--- src/rtl/fm_input_capture.sv ---
// Per-channel frequency-meter input stage: synchronises fin_i, detects rising
// edges and performs a reciprocal measurement (reference clocks spanning a
// programmed number of input periods). The result is handed over with a valid/ack
// handshake.
module fm_input_capture #(
  parameter int unsigned CNT_WIDTH    = 30,
  parameter int unsigned PERIOD_WIDTH = 16
) (
  input  logic                    clk_i,
  input  logic                    rst_i,
  input  logic                    fin_i,
  input  logic                    enable_i,
  input  logic                    start_i,
  input  logic [PERIOD_WIDTH-1:0] periods_i,
  output logic                    busy_o,
  output logic                    result_valid_o,
  input  logic                    result_ack_i,
  output logic [CNT_WIDTH-1:0]    ref_count_o,
  output logic [PERIOD_WIDTH-1:0] period_count_o,
  output logic                    overflow_o
);

  typedef enum logic [1:0] {StIdle, StArm, StMeasure, StDone} state_e;

  state_e                  state_q, state_d;
  logic [2:0]              fin_sync_q, fin_sync_d;
  logic [CNT_WIDTH-1:0]    ref_cnt_q, ref_cnt_d;
  logic [PERIOD_WIDTH-1:0] edge_cnt_q, edge_cnt_d;
  logic [PERIOD_WIDTH-1:0] target_q, target_d;
  logic [CNT_WIDTH-1:0]    ref_count_q, ref_count_d;
  logic [PERIOD_WIDTH-1:0] period_count_q, period_count_d;
  logic                    overflow_q, overflow_d;
  logic                    busy_q, busy_d;
  logic                    valid_q, valid_d;

  logic                    edge_pulse;
  logic [PERIOD_WIDTH-1:0] edge_cnt_inc;
  logic                    ref_cnt_sat;

  // Two-flop synchroniser plus a third stage used only for edge detection.
  assign fin_sync_d   = {fin_sync_q[1:0], fin_i};
  assign edge_pulse   = fin_sync_q[1] & ~fin_sync_q[2];
  assign edge_cnt_inc = edge_cnt_q + PERIOD_WIDTH'(edge_pulse);
  assign ref_cnt_sat  = (ref_cnt_q == {CNT_WIDTH{1'b1}});

  // Next-state and captured-result logic of the measurement FSM.
  always_comb begin
    state_d        = state_q;
    ref_cnt_d      = ref_cnt_q;
    edge_cnt_d     = edge_cnt_q;
    target_d       = target_q;
    ref_count_d    = ref_count_q;
    period_count_d = period_count_q;
    overflow_d     = overflow_q;
    busy_d         = busy_q;
    valid_d        = valid_q;

    if (!enable_i) begin
      // Abort: captured results are deliberately left untouched.
      state_d = StIdle;
      busy_d  = 1'b0;
      valid_d = 1'b0;
    end else begin
      unique case (state_q)
        StIdle: begin
          if (start_i && (periods_i != '0)) begin
            target_d   = periods_i;
            overflow_d = 1'b0;
            busy_d     = 1'b1;
            state_d    = StArm;
          end
        end
        StArm: begin
          if (edge_pulse) begin
            ref_cnt_d  = '0;
            edge_cnt_d = '0;
            state_d    = StMeasure;
          end
        end
        StMeasure: begin
          ref_cnt_d  = ref_cnt_sat ? ref_cnt_q : ref_cnt_q + 1'b1;
          edge_cnt_d = edge_cnt_inc;
          // Saturation wins over a coinciding final edge: ref_cnt + 1 would not fit.
          if (ref_cnt_sat) begin
            ref_count_d    = {CNT_WIDTH{1'b1}};
            period_count_d = edge_cnt_inc;
            overflow_d     = 1'b1;
            busy_d         = 1'b0;
            valid_d        = 1'b1;
            state_d        = StDone;
          end else if (edge_pulse && (edge_cnt_inc == target_q)) begin
            ref_count_d    = ref_cnt_q + 1'b1;
            period_count_d = target_q;
            busy_d         = 1'b0;
            valid_d        = 1'b1;
            state_d        = StDone;
          end
        end
        StDone: begin
          // Ack takes priority; a simultaneous start is simply not looked at here.
          if (result_ack_i) begin
            valid_d = 1'b0;
            state_d = StIdle;
          end
        end
        default: state_d = StIdle;
      endcase
    end
  end

  // State and result registers, asynchronously cleared.
  always_ff @(posedge clk_i or negedge rst_i) begin
    if (!rst_i) begin
      state_q        <= StIdle;
      fin_sync_q     <= '0;
      ref_cnt_q      <= '0;
      edge_cnt_q     <= '0;
      target_q       <= '0;
      ref_count_q    <= '0;
      period_count_q <= '0;
      overflow_q     <= 1'b0;
      busy_q         <= 1'b0;
      valid_q        <= 1'b0;
    end else begin
      state_q        <= state_d;
      fin_sync_q     <= fin_sync_d;
      ref_cnt_q      <= ref_cnt_d;
      edge_cnt_q     <= edge_cnt_d;
      target_q       <= target_d;
      ref_count_q    <= ref_count_d;
      period_count_q <= period_count_d;
      overflow_q     <= overflow_d;
      busy_q         <= busy_d;
      valid_q        <= valid_d;
    end
  end

  assign busy_o         = busy_q;
  assign result_valid_o = valid_q;
  assign ref_count_o    = ref_count_q;
  assign period_count_o = period_count_q;
  assign overflow_o     = overflow_q;

endmodule

--- config.mk ---
export PLATFORM = sky130hd
export DESIGN_NAME = fm_input_capture
export DESIGN_NICKNAME = d
export VERILOG_FILES = /design/src/rtl/fm_input_capture.sv
export SDC_FILE = /design/constraint.sdc
export NUM_CORES = 1
export LEC_CHECK = 0
export BUFFER_PORTS_ARGS = -buffer_cell sky130_fd_sc_hd__clkbuf_2
export CAP_MARGIN = 20
export CORE_MARGIN = 5
export CORE_UTILIZATION = 50
export CTS_CLUSTER_SIZE = 24
export DETAILED_ROUTE_END_ITERATION = 12
export PLACE_DENSITY = 0.8
export SLEW_MARGIN = 10
export SYNTH_ARGS = -nofsm -noshare
export SYNTH_HDL_FRONTEND = slang
export SYNTH_SLANG_ARGS = --single-unit
--- constraint.sdc ---
create_clock -name clk_i -period 4.53 [get_ports clk_i]
set_input_delay 0.2265 -clock clk_i [delete_from_list [all_inputs] [get_ports clk_i]]
set_output_delay 0.2265 -clock clk_i [all_outputs]
set_load 0.02 [all_outputs]
Yosys cells after proc, flatten, opt, wreduce, memory -nomap -nowiden
Index checks and enable logic that the tools add are counted.

operators by class
  reductions and logical operators = 15
  add/sub/neg operators = 2
  equality and inequality tests = 15
  bitwise logic cells = 2
  muxes and demuxes = 29

operators with widths
  kind                                           number
  2-to-1 mux 30 bit                              4
  case mux 30 bit (2 select lines)               1
  2-to-1 mux 16 bit                              3
  case mux 16 bit (2 select lines)               1
  adder 30 x 1 -> 30 bit, second input constant  1
  == test 30 bit, second input constant          1
  adder 16 x 1 -> 16 bit                         1
  == test 16 bit                                 1
  nonzero test 16 bit                            1
  AND reduction 3 bit                            5
  2-to-1 mux 2 bit                               6
  AND reduction 4 bit                            3
  2-to-1 mux 1 bit                               10
  != test 3 bit, second input constant           3
  != test 2 bit, second input constant           4
  case mux 2 bit (4 select lines)                1
  != test 3 x 1 -> 1 bit, second input constant  2
  case mux 1 bit (2 select lines)                3
  nonzero test 2 bit                             3
  == test 2 bit, second input constant           2
  != test 4 bit, second input constant           1
  == test 2 x 1 -> 1 bit, second input constant  1
  logical AND 1 bit                              2
  logical NOT 2 bit                              1
  other kinds (2)                                2

storage, ports and cells
  word-level logic and storage cells = 73
  register bits = 116
  output and inout bits = 49

Longest topological paths before layout
  depth after elaboration = 9
  mapped depth = 15
  mapped depth without buffers = 12

Worst setup path before layout
OpenSTA, ideal clock, no wires.

  path kind = register -> register
  start = register fin_sync_q[2]
  end = register period_count_q[10], in the netlist period_count_o[10]
  slack = 1,114 ps
  data required time = 4,407 ps
  clock period less this slack = 3,416 ps
  arrival = 3,294 ps
  setup time = 123 ps
  cell stages (with the launch flop) = 16
  path through = dfrtp_1 -> nand2b_1 -> inv_1 -> ha_1 -> ha_1 -> nand3_1 -> clkbuf_1 -> nor3_1 -> xnor3_4 -> o311ai_0 -> nor4_4 -> nand4_2 -> or2_1 -> buf_6 -> buf_6 -> o221a_2

on the way
  cells in the longest elaborated chain, start to end = 7
  elaborated cells between the ends (all ways) = 8
  classes of those cells = add/sub (1); eq/ne (1); mux (1); bitwise (2); reduce/logical (3)

ends and longest elaborated chain
  element                        line  RTL
  start: declaration             26    logic [2:0] fin_sync_q, fin_sync_d;
  start signal: assignment       126   fin_sync_q <= fin_sync_d;
  inverter 1 bit *               42    assign edge_pulse = fin_sync_q[1] & ~fin_sync_q[2];
  AND 1 bit *                    42
  adder 16 x 1 -> 16 bit         43    assign edge_cnt_inc = edge_cnt_q + PERIOD_WIDTH'(edge_pulse);
  == test 16 bit                 91    end else if (edge_pulse && (edge_cnt_inc == target_q)) begin
  logical AND 1 bit              91
  nonzero test 2 bit (no line)   n/a
  AND reduction 3 bit (no line)  n/a
  end signal: assignment         131   period_count_q <= period_count_d;
  end: declaration               31    logic [PERIOD_WIDTH-1:0] period_count_q, period_count_d;

Every way passes the cells marked *; elsewhere a longest branch is shown, timed or not.
A chain may end at the register's enable or synchronous reset.

Final worst setup path
  start = register fin_sync_q[2]
  end = register period_count_q[9], in the netlist period_count_o[9]

The elaborated chain is that of the path after synthesis.

==> flow_metrics.tcl <==
set metrics [dict create \
    cts_resized 0 \
    post_synth_inst_count 665 \
    post_cts_hold_buffer_count 2 \
    postLayoutCellArea_um2 7564 \
    post_synth_edffs 0 \
    globalRoute.totalOverflow 0 \
    grt_pass1_wl_um 28100 \
    slew_headroom 0.2855 \
    cts.clk_slew.worst_paths_ns 0.06 \
    worst_skew_pair.late_latency_ns 0.43 \
    timing.final.crit_share 0.8620 \
    totalPowerFinal_uw 3378 \
    postSynthAreaPerCell_um2 9.797 \
    layout.cells.most_common_list "116 x sky130_fd_sc_hd__dfrtp_1, 77 x sky130_fd_sc_hd__nand2_1, 69 x sky130_fd_sc_hd__clkbuf_2" \
    finalHoldViolations 0 \
    cell_area_after_technology_mapping_um2 6515 \
    cts.path.max_buffers 2 \
    grt_pass1_vias 5356 \
    timing.hold.worst.class "in -> reg" \
    place_area_um2 6904 \
    area_growth_pct 16.09 \
    dieArea_um2 15410 \
    start_util 0.5121 \
    dieHeight_um 124.2 \
    power.density_nw_per_um2 446.6 \
    cts.htree.levels 4 \
    critical_path_peak_fanout 14 \
    tritoncts_clock_tree "yes" \
    dr_total_vias 5483 \
    leakagePower_uw 0.003315 \
    fin_worst_skew_ns 0.01091 \
    fp-row-count 41 \
    outcome "finished, final reports clean" \
    period_needed_ns 3.905 \
    fmax_mhz 256.1 \
    yosys.area.top_type_share 0.4456 \
    worst_path_largest_cell_delay_ns 0.50 \
    crit_type "reg -> reg" \
    critical_path_cell_by_cell "nand2b_1 > inv_1 > ha_1 > ha_1 > nand3_1 > or3_4 > mux2_2 > a221o_1 > a2111oi_4 > nand4_2 > or2_1 > o221a_2" \
    drv.max_cap_violation_count 0 \
    synth_top_area_cell "sky130_fd_sc_hd__dfrtp_1" \
    number_of_max_slew_violations_in_the_final_report 0 \
    post_route_cells_drive_above_1_share 0.2259 \
    critPathCaptureType "flop" \
    worstPathBufferInverterCount 1 \
    finalSetupTns_ns 0 \
    postSynthNetCount 695 \
    wp_data_arrival_ns 4.20 \
    antenna_found_initial 0 \
    synthesis.yosys.warnings 0 \
    design.final.nets 753 \
    post-cts-setup-buffer-count 0 \
    gp_routability_congestion 0.9703 \
    largest_net_degree_at_the_start_of_global_routing 72 \
    synth-main-ff-cell "sky130_fd_sc_hd__dfrtp_1" \
    crit_path_frequent_cell "sky130_fd_sc_hd__ha_1" \
    via_per_inst 6.045 \
    critical_path_required_ns 4.83 \
    routed_wire_length_per_instance_um 18.75 \
    numPortBuffers 70 \
    globalRouteTotalUtil 0.2365 \
    worst_setup_path_start_kind "flop" \
    worst_path_dominant_cell_family "simple AND/OR/NAND/NOR gates" \
    drc 0 \
    cts.sink_count 116 \
    layoutNonFillerInstCount 907 \
    clock-root-buffer "sky130_fd_sc_hd__clkbuf_16" \
    numCtsBuffers 17 \
    grt_setup_unrepaired "false" \
    postSynth.asyncResetShare 1.000 \
    core_area_um2 12720 \
    ys_top_cells_by_area "sky130_fd_sc_hd__dfrtp_1 45%, sky130_fd_sc_hd__o21ai_0 5.1%, sky130_fd_sc_hd__xnor2_1 4.7%, sky130_fd_sc_hd__nand2_1 4.4%, sky130_fd_sc_hd__a2bb2oi_1 4.2%" \
    maximum_ir_drop_on_the_vdd_rail_uv 315.0 \
    dr.first_iter.drc_count 506 \
    inserted_diodes 0 \
    timing.final.setup_violations 0 \
    ys_seq_elements 116 \
    finalHoldWorstSlack_ns 0.05267 \
    synth_cell_types 72 \
    tightestPinTransition_ns 1.068 \
    critPathSlowestCell "sky130_fd_sc_hd__or2_1" \
    postRouteAntennaNets 0 \
    seq_area_frac_synth 0.4456 \
    post-place-cells 874 \
    floorplan.die.width_um 124.2 \
    ioPinCount 71 \
    drt_wl_total_um 17010 \
    placed_wire_length_estimate_um 11770 \
    dr.pass1.iters 5 \
    commonest_non_fill_non_tap_cell_in_the_layout "sky130_fd_sc_hd__dfrtp_1" \
]
==> metal layers <==
layer  GRT usage  share of wire
met5           0              0
met4     0.08282          0.020
met3     0.05949          0.074
met2      0.3662           0.47
met1      0.3243           0.44
==> worst reg2reg max path, stage by stage, from the launching register on <==
cell and delay [ns]:
sky130_fd_sc_hd__dfrtp_1 0.35, sky130_fd_sc_hd__nand2b_1 0.18, sky130_fd_sc_hd__inv_1 0.11, sky130_fd_sc_hd__ha_1 0.23, sky130_fd_sc_hd__ha_1 0.26, sky130_fd_sc_hd__nand3_1 0.23
sky130_fd_sc_hd__or3_4 0.42, sky130_fd_sc_hd__mux2_2 0.27, sky130_fd_sc_hd__a221o_1 0.40, sky130_fd_sc_hd__a2111oi_4 0.23, sky130_fd_sc_hd__nand4_2 0.25, sky130_fd_sc_hd__or2_1 0.50
sky130_fd_sc_hd__o221a_2 0.35
==> cell usage after synthesis, drive strengths merged (7+ instances only) <==
| master | instances |
|---|---|
| nor4 | 13 |
| nand2b | 7 |
| nor3 | 7 |
| nor2 | 50 |
| inv | 9 |
| xor2 | 20 |
| nand4 | 13 |
| and2 | 9 |
| a2bb2oi | 31 |
| ha | 8 |
| xnor2 | 35 |
| a21oi | 15 |
| o31ai | 16 |
| nand3 | 20 |
| clkbuf | 30 |
| and3 | 16 |
| mux2 | 16 |
| buf | 17 |
| or3 | 7 |
| nand2 | 77 |
| dfrtp | 116 |
| o21ai | 66 |
| o221a | 13 |
==> state kept, by name, summed over array words and instances, names as in the netlist <==
register	flops
result_valid_o	1
target_q	16
state_q	2
ref_count_o	30
fin_sync_q	3
busy_o	1
ref_cnt_q	30
edge_cnt_q	16
period_count_o	16
overflow_o	1
==> layout make-up <==
| type | count | area, µm² |
|---|---|---|
| Multi-Input combinational cell | 492 | 3287 |
| Clock inverter | 12 | 206.4 |
| Sequential cell | 116 | 2903 |
| Clock buffer | 19 | 432.9 |
| Fill cell | 1054 | 5159 |
| Timing Repair Buffer | 87 | 485.5 |
| Inverter | 9 | 33.78 |
| Tap cell | 172 | 215.2 |
==> through the flow <==
| stage | setup WS [ns] | utilization |
|---|---|---|
| floorplan | 1.114 | - |
| global placement | 0.8108 | 0.5427 |
| detailed placement | 0.6786 | 0.5427 |
| CTS | 0.6302 | 0.5945 |
| global route | 0.3320 | 0.5945 |
| finish | 0.6253 | 0.5945 |
==> cells by family (layout without fill, tap and decap cells) <==
group / Yosys count / after routing / share of synthesized area
AND/OR/NAND/NOR: 235 / 235 / 0.1851
adder cells (fa/ha/maj): 8 / 8 / 0.01536
AO/OA/AOI/OAI: 173 / 173 / 0.1899
buffers and inverters: 57 / 127 / 0.05032
flip-flops: 116 / 116 / 0.4456
XOR/XNOR: 57 / 57 / 0.08143
multiplexers: 19 / 19 / 0.03226
==> path summary, 6_finish.rpt <==
path | end | slack, ns | cells after the start | start
min in group asynchronous | target_q[4] | 0.46 | 2 | rst_i
setup / recovery | period_count_o[9] | 0.63 | 12 | fin_sync_q[2]
hold reg to reg | fin_sync_q[1] | 0.36 | 0 | fin_sync_q[0]
max in group asynchronous | ref_count_o[13] | 2.96 | 3 | rst_i
hold / removal | target_q[3] | 0.05 | 2 | periods_i[3]
setup reg to reg | period_count_o[9] | 0.63 | 12 | fin_sync_q[2]
==> report_power, final <==
part / switching (µW) / internal (µW)
Sequential: 168 / 1140
Combinational: 318 / 282
Clock: 496 / 974
(Power assumes the default switching activity.)
